File: config.mk
export PLATFORM = sky130hd
export DESIGN_NAME = bcd_counter_scan
export DESIGN_NICKNAME = d
export VERILOG_FILES = /design/src/rtl/bcd_counter_scan_pkg.sv /design/src/rtl/bcd_counter_scan_digit.sv /design/src/rtl/bcd_counter_scan.sv
export SDC_FILE = /design/constraint.sdc
export NUM_CORES = 1
export LEC_CHECK = 0
export CAP_MARGIN = 40
export CELL_PAD_IN_SITES_DETAIL_PLACEMENT = 1
export CELL_PAD_IN_SITES_GLOBAL_PLACEMENT = 1
export CORE_ASPECT_RATIO = 0.7
export CORE_MARGIN = 2
export CORE_UTILIZATION = 39
export DETAILED_ROUTE_END_ITERATION = 12
export PLACE_DENSITY = 0.9
export SYNTH_ARGS = -nofsm -noshare
export SYNTH_HDL_FRONTEND = slang
export SYNTH_HIERARCHICAL = 1
export SYNTH_SLANG_ARGS = --single-unit
File: constraint.sdc
create_clock -name clk -period 4 [get_ports clk]
set_clock_uncertainty 0.2 [all_clocks]
set_input_delay 0.6 -clock clk [delete_from_list [all_inputs] [get_ports clk]]
set_output_delay 0.6 -clock clk [all_outputs]
set_load 0.01 [all_outputs]
File: src/rtl/bcd_counter_scan_pkg.sv
// Shared constants and small helpers for the four-digit BCD counter with
// multiplexed display scan.
package bcd_counter_scan_pkg;

    localparam int         NUM_DIGITS    = 4;
    localparam int         IDX_W         = 2;
    localparam logic [3:0] BCD_MAX       = 4'd9;
    localparam logic [3:0] BCD_MIN       = 4'd0;
    localparam logic [3:0] DIGIT_SEL_RST = 4'b1110;

    // Loaded nibbles above 9 saturate so every digit stays a legal BCD value.
    function automatic logic [3:0] bcd_clamp(input logic [3:0] nib);
        return (nib > BCD_MAX) ? BCD_MAX : nib;
    endfunction

    function automatic logic [3:0] sel_from_idx(input logic [IDX_W-1:0] idx);
        return ~(4'b0001 << idx);
    endfunction

endpackage

File: src/rtl/bcd_counter_scan_digit.sv
// Single-digit BCD up/down cell; cy_out flags a carry (up) or borrow (down)
// into the next more-significant digit during the same cycle.
module bcd_digit
    import bcd_counter_scan_pkg::*;
(
    input  logic       clk,
    input  logic       rst_n,
    input  logic       en,
    input  logic       up,
    input  logic       load,
    input  logic [3:0] d,
    output logic [3:0] q,
    output logic       cy_out
);

    logic [3:0] q_q;
    logic [3:0] q_d;
    logic       at_limit;

    assign at_limit = up ? (q_q == BCD_MAX) : (q_q == BCD_MIN);

    always_comb begin
        q_d = q_q;
        if (load) begin
            q_d = bcd_clamp(d);
        end else if (en) begin
            if (up) begin
                q_d = at_limit ? BCD_MIN : q_q + 4'd1;
            end else begin
                q_d = at_limit ? BCD_MAX : q_q - 4'd1;
            end
        end
    end

    always_ff @(posedge clk or negedge rst_n) begin
        if (!rst_n) begin
            q_q <= BCD_MIN;
        end else begin
            q_q <= q_d;
        end
    end

    // Only a real step that wraps this digit propagates to the next one.
    assign cy_out = en & ~load & at_limit;
    assign q      = q_q;

endmodule

File: src/rtl/bcd_counter_scan.sv
// Four-digit BCD up/down counter with synchronous load, wrap pulse, and a
// free-running digit scanner for a multiplexed seven-segment display.
module bcd_counter_scan
    import bcd_counter_scan_pkg::*;
#(
    parameter int SCAN_DIV = 4
) (
    input  logic        clk,
    input  logic        rst_n,
    input  logic        en,
    input  logic        up,
    input  logic        load,
    input  logic [15:0] load_val,
    output logic [15:0] count,
    output logic        ovf,
    output logic [3:0]  digit_bcd,
    output logic [3:0]  digit_sel
);

    localparam int PRESC_W = (SCAN_DIV > 1) ? $clog2(SCAN_DIV) : 1;
    localparam logic [PRESC_W-1:0] PRESC_LAST = PRESC_W'(SCAN_DIV - 1);

    logic [NUM_DIGITS-1:0] step_en;
    logic [NUM_DIGITS-1:0] carry;
    logic [3:0]            digit_q [NUM_DIGITS];

    logic                  ovf_q;
    logic                  ovf_d;
    logic [PRESC_W-1:0]    presc_q;
    logic [PRESC_W-1:0]    presc_d;
    logic [IDX_W-1:0]      idx_q;
    logic [IDX_W-1:0]      idx_d;
    logic [3:0]            sel_q;
    logic [3:0]            sel_d;
    logic                  scan_tick;

    // Carry/borrow ripples combinationally so a multi-digit roll settles in one edge.
    genvar gi;
    generate
        for (gi = 0; gi < NUM_DIGITS; gi++) begin : g_digit
            if (gi == 0) begin : g_first
                assign step_en[gi] = en;
            end else begin : g_rest
                assign step_en[gi] = carry[gi-1];
            end

            bcd_digit u_digit (
                .clk    (clk),
                .rst_n  (rst_n),
                .en     (step_en[gi]),
                .up     (up),
                .load   (load),
                .d      (load_val[gi*4 +: 4]),
                .q      (digit_q[gi]),
                .cy_out (carry[gi])
            );

            assign count[gi*4 +: 4] = digit_q[gi];
        end
    endgenerate

    assign ovf_d = carry[NUM_DIGITS-1];

    always_comb begin
        scan_tick = (presc_q == PRESC_LAST);
        presc_d   = scan_tick ? '0 : presc_q + PRESC_W'(1);
        idx_d     = scan_tick ? idx_q + IDX_W'(1) : idx_q;
        sel_d     = sel_from_idx(idx_d);
    end

    always_ff @(posedge clk or negedge rst_n) begin
        if (!rst_n) begin
            ovf_q   <= 1'b0;
            presc_q <= '0;
            idx_q   <= '0;
            sel_q   <= DIGIT_SEL_RST;
        end else begin
            ovf_q   <= ovf_d;
            presc_q <= presc_d;
            idx_q   <= idx_d;
            sel_q   <= sel_d;
        end
    end

    assign ovf       = ovf_q;
    assign digit_sel = sel_q;
    assign digit_bcd = count[{idx_q, 2'b00} +: 4];

endmodule

Word-level counts from Yosys, hierarchy flattened --
Index checks and enable logic that the tools add are counted.
Storage, ports and cells: register bits 25, output and inout bits 25, input bits 21, logic and storage cells 77
Operators by class: bitwise logic cells 10, $lt $le $gt $ge 4, equality and inequality tests 5, muxes and demuxes 30, add/subtract/negate cells 10, reductions and logical operators 8, shift operators 2
Operator list (number):
- 4-bit two-way mux | 24
- 4-bit by 1-bit adder with 4-bit output, second input constant | 4
- 4-bit == test, second input constant | 4
- 4-bit greater-than comparator, second input constant | 4
- 4-bit logical NOT | 4
- 16-bit by 5-bit variable part select with 4-bit output | 1
- 4-bit by 1-bit subtractor with 4-bit output, second input constant | 4
- 1-bit AND | 8
- 2-bit nonzero test | 4
- 2-bit by 1-bit adder with 2-bit output, second input constant | 2
- 1-bit two-way mux | 4
- 2-bit two-way mux | 2
- 4-bit NOT | 1
- 1-bit by 2-bit left shift with 4-bit output, first input constant | 1
- 2-bit == test, second input constant | 1
- 1-bit NOT | 1

Longest topological paths before layout --
depth in word-level cells 9, gate-level depth with buffers 12, gate-level depth less buffers 12

By module --
Netlist, hierarchy kept.
By module, submodules not included:
- bcd_digit | times used 4, area each 439.2 um2, cells an instance 53, sequential area each 100.1 um2
- bcd_counter_scan | times used 1, area each 415.4 um2, cells an instance 27, sequential area each 229.0 um2

Worst setup path after synthesis --
Ideal clock, no wire load.
kind reg-to-reg, start reg g_digit[0].u_digit.q_q[0], end reg g_digit[3].u_digit.q_q[0], period minus slack after synthesis 3.382 ns, data arrival time 3.100 ns, required time 3.718 ns, cell stages (with the launch flop) 13, buffers on the path 0, setup time 0.082 ns, path slack 0.618 ns, path through dfrtp_1 inv_1 ha_1 nor3b_1 a31oi_1 nor3_1 nand2_1 nor3_1 nand2_1 nor3_1 o21ai_1 o221a_1 a31oi_1
On the way: cells in the longest elaborated chain, start to end 8, elaborated cells on any way between the ends 9, those cells by class 1 x eq/ne; 1 x mux; 5 x bitwise; 2 x reduce/logical
RTL lines:
- from (decl) | RTL line bcd_counter_scan_digit.sv:16 | logic [3:0] q_q;
- from (signal assigned) | RTL line bcd_counter_scan_digit.sv:39 | q_q <= q_d;
- 4-bit == test or 4-bit logical NOT (tied branches) | RTL line bcd_counter_scan_digit.sv:20 | assign at_limit = up ? (q_q == BCD_MAX) : (q_q == BCD_MIN);
- 1-bit two-way mux * | RTL line bcd_counter_scan_digit.sv:20
- 1-bit AND * | RTL line bcd_counter_scan_digit.sv:44 | assign cy_out = en & ~load & at_limit;
- net carry[0] | RTL line bcd_counter_scan.sv:24 | logic [NUM_DIGITS-1:0] carry;
- 1-bit AND * (2 in series) | RTL line bcd_counter_scan_digit.sv:44
- net carry[1] | RTL line bcd_counter_scan.sv:24
- 1-bit AND * (2 in series) | RTL line bcd_counter_scan_digit.sv:44
- net carry[2] | RTL line bcd_counter_scan.sv:24
- 2-bit nonzero test (no source line) *
- to (signal assigned) | RTL line bcd_counter_scan_digit.sv:39
- to (decl) | RTL line bcd_counter_scan_digit.sv:16
The timed path passes the listed nets; every way through them passes the cells marked *. A chain may end at the register's enable or synchronous reset.

Worst setup path in the final report --
Same ends and word-level chain as after synthesis.

==> flow_metrics.py <==
metrics = {
    "outcome": {
        "outcome": "complete, no violations",
    },
    "place": {
        "dp_hpwl_um": 4510,
        "port_buffers": 45,
        "gp_congestion": 0.856,
        "placed_area_um2": 2650,
    },
    "finish": {
        "drive_gt1_share_pct": 9.09,
        "fillers": 606,
        "antenna-diode-count": 0,
        "layout_commonest_cell": "clkdlybuf4s50_1",
        "fin_nets": 310,
        "area_growth_pct": 24.1,
        "final_cell_mix": "clkdlybuf4s50_1 (45), dfrtp_1 (22), inv_1 (20), a31oi_1 (16), nand3_1 (16)",
        "fin_area_um2": 2700,
    },
    "yosys": {
        "syn_inst": 239,
        "synth_warnings": 6,
        "synth_nets": 273,
        "seq_area_frac_synth_pct": 29.0,
        "yosys_most_used_dff": "dfrtp_1",
        "synth-edff-count": 0,
        "synth-async-reset-ratio_pct": 100,
        "yosys_register_bits": 25,
        "syn-cell-area_um2": 2170,
        "synth_cell_type_count": 34,
        "avgSynthCellArea_um2": 9.09,
    },
    "critical_path": {
        "cp-start-kind": "flop",
        "r2r-end": "g_digit[3].u_digit/q[0]",
        "cp_data_arrival_time_ns": 3.48,
        "cp-end-kind": "flop",
        "worstSetupPathType": "reg2reg",
        "r2r-start": "g_digit[0].u_digit/q[0]",
        "required_ns": 3.99,
        "reg2regPathDepth": 13,
        "cp_max_fo": 8,
        "reg2reg_slack_ns": 0.51,
    },
    "drt": {
        "via_per_inst": 5.78,
        "via_count": 2004,
        "drt_wl_total_um": 5980,
        "first_iter_violations": 88,
        "firstDrtPassIters": 4,
        "ant_nets": 0,
        "route.detailed.drc": 0,
        "wl_per_cell_um": 17.2,
    },
    "hold_path": {
        "holdPathStages": 1,
        "whs_endpoint": "presc_q[0]",
        "hp-class": "reg2reg",
        "min_from": "presc_q[0]",
    },
    "power_and_ir_drop": {
        "intPower_uw": 475,
        "power_frac_comb_pct": 35.1,
        "swShare_pct": 34.5,
        "ir_worst_vdd_uv": 128,
        "p_per_area_nw_per_um2": 269,
        "p_sw_uw": 251,
        "cellLeakagePower_nw": 1.07,
        "clkPwrFrac_pct": 21.2,
        "p_seq_share_pct": 43.8,
    },
    "grt": {
        "grt-ovfl-total": 0,
        "grt_pass1_vias": 1968,
        "grt_max_degree": 35,
        "grt_first_pass_wirelength_um": 9860,
        "gr-usage-all-layers_pct": 20.4,
        "antenna_found_initial": 0,
    },
    "sta": {
        "rsz0062_at_grt": "false",
        "slew_headroom_pct": 52.9,
        "finalSetupViolations": 0,
        "drv_slew": 0,
        "setup_tns_ns": 0,
        "tightest_slew_ns": 0.701,
        "holdWs_ns": 0.239,
        "min_period_ns": 3.49,
        "hold_viol_final": 0,
        "timing.fmax_ghz": 0.287,
        "fin_crit_sh_pct": 87.2,
    },
    "die": {
        "core_um2": 5310,
        "dieHeight_um": 66.4,
        "ios": 46,
        "chipWidth_um": 93.2,
        "die-area_um2": 6190,
        "row_count": 22,
        "start_util_pct": 40.9,
    },
    "clock_tree": {
        "cts_sinks": 25,
        "clk_latency_ns": 0.27,
        "h-tree-depth": 1,
        "postCtsHoldBufs": 0,
        "post_cts_resized": 0,
        "clock-root-buffer": "clkbuf_8",
        "clkSlewWorstSetupHoldPaths_ns": 0.09,
        "cts_made_buffers": 3,
        "ctsLongestPathBuffers": 2,
        "postCtsSetupBuffers": 0,
        "cts_tree": "yes",
    },
    "flow_run": {
        "cap_violations": 0,
    },
}
==> power by group through the flow <==
stage          registers, mW  logic [mW]  clock network (mW)
3_3_place_gp           0.322       0.241                   0
4_1_cts                0.318       0.255               0.157
5_1_grt                0.324       0.278               0.171
3_5_place_dp           0.322       0.253                   0
6_report               0.317       0.255               0.153
2_1_floorplan          0.300       0.170                   0
==> cells in the mapped netlist, types with 6 or more instances <==
library cell	count	area, µm²
nand3_1	16	80.1
o311a_1	8	80.1
o31ai_1	8	60.1
nor2_1	10	37.5
nand2b_1	9	56.3
o21ai_0	8	40.0
dfrtp_1	22	551
inv_1	20	75.1
nand3b_1	8	60.1
o21ai_1	8	40.0
nand2_1	6	22.5
ha_1	13	163
clkbuf_1	8	30.0
a31oi_1	16	100
a21oi_1	12	60.1
nor3b_1	12	90.1
==> per-stage QoR <==
stage	setup slack, ns	power (mW)	instances	util [%]
2_1_floorplan	0.618	0.470	239	-
3_3_place_gp	0.628	0.562	342	49.3
3_5_place_dp	0.468	0.575	343	49.9
4_1_cts	0.533	0.729	347	50.7
5_1_grt	0.167	0.774	347	50.7
6_report	0.513	0.725	347	50.7
==> routing by layer <==
layer,vias up,track usage (%),share of wire (%)
met5,-,0,0
met4,0,4.04,0.74
met3,6,3.65,4.1
met2,46,35.4,49
met1,998,26.8,46
li1,954,-,-
==> worst max path at each step <==
| stage | start | end | slack (ns) |
|---|---|---|---|
| 6_report | g_digit[0].u_digit/q[0] | g_digit[3].u_digit/q[0] | 0.51 |
| 5_1_grt | g_digit[0].u_digit/q[0] | g_digit[3].u_digit/q[0] | 0.17 |
| 4_1_cts | g_digit[0].u_digit/q[0] | g_digit[3].u_digit/q[0] | 0.53 |
| 3_5_place_dp | up | g_digit[3].u_digit/q[0] | 0.47 |
| 3_3_place_gp | up | g_digit[3].u_digit/q[0] | 0.63 |
| 2_1_floorplan | g_digit[0].u_digit/q[0] | g_digit[3].u_digit/q[0] | 0.62 |
==> area by class of cell <==
cell class                 instances  area (µm²)  share of cell area, %
clock inverter                     1        5.00                  0.186
sequential                        25         629                   23.4
inverter                          20        75.1                   2.79
timing repair buffer              50         508                   18.8
multi-input combinational        176        1350                   50.0
tap                               72        90.1                   3.34
clock buffer                       3        41.3                   1.53
==> worst max-delay path: stages, from the launching register on <==
cell and delay (ns):
dfrtp_1 0.47, inv_1 0.17, ha_1 0.26, nor3b_1 0.22, a31oi_1 0.07, nor3_1 0.25
nand2_1 0.14, nor3_1 0.21, buf_4 0.20, nand2_1 0.09, nor3_1 0.55, o21ai_1 0.16
o221a_1 0.24, a31oi_1 0.16
==> flip-flops by register name, summed over array words and instances (netlist names) <==
register           count
idx_q                  2
g_digit.u_digit/q     16
presc_q                2
digit_sel              4
ovf                    1
==> logic make-up (layout without fill, tap and decap cells) <==
group | Yosys count | after routing | share of synthesized area, %
muxes | 8 | 8 | 5.99
xor gates and xnor gates | 2 | 2 | 0.807
and+or+nand+nor | 80 | 80 | 24.5
adders and majority gates | 13 | 13 | 7.49
buffers and inverters | 38 | 74 | 9.04
AOI/OAI and AO/OA | 73 | 73 | 23.2
DFF | 25 | 25 | 29.0
No activity file was read; power rests on OpenSTA's default activity.
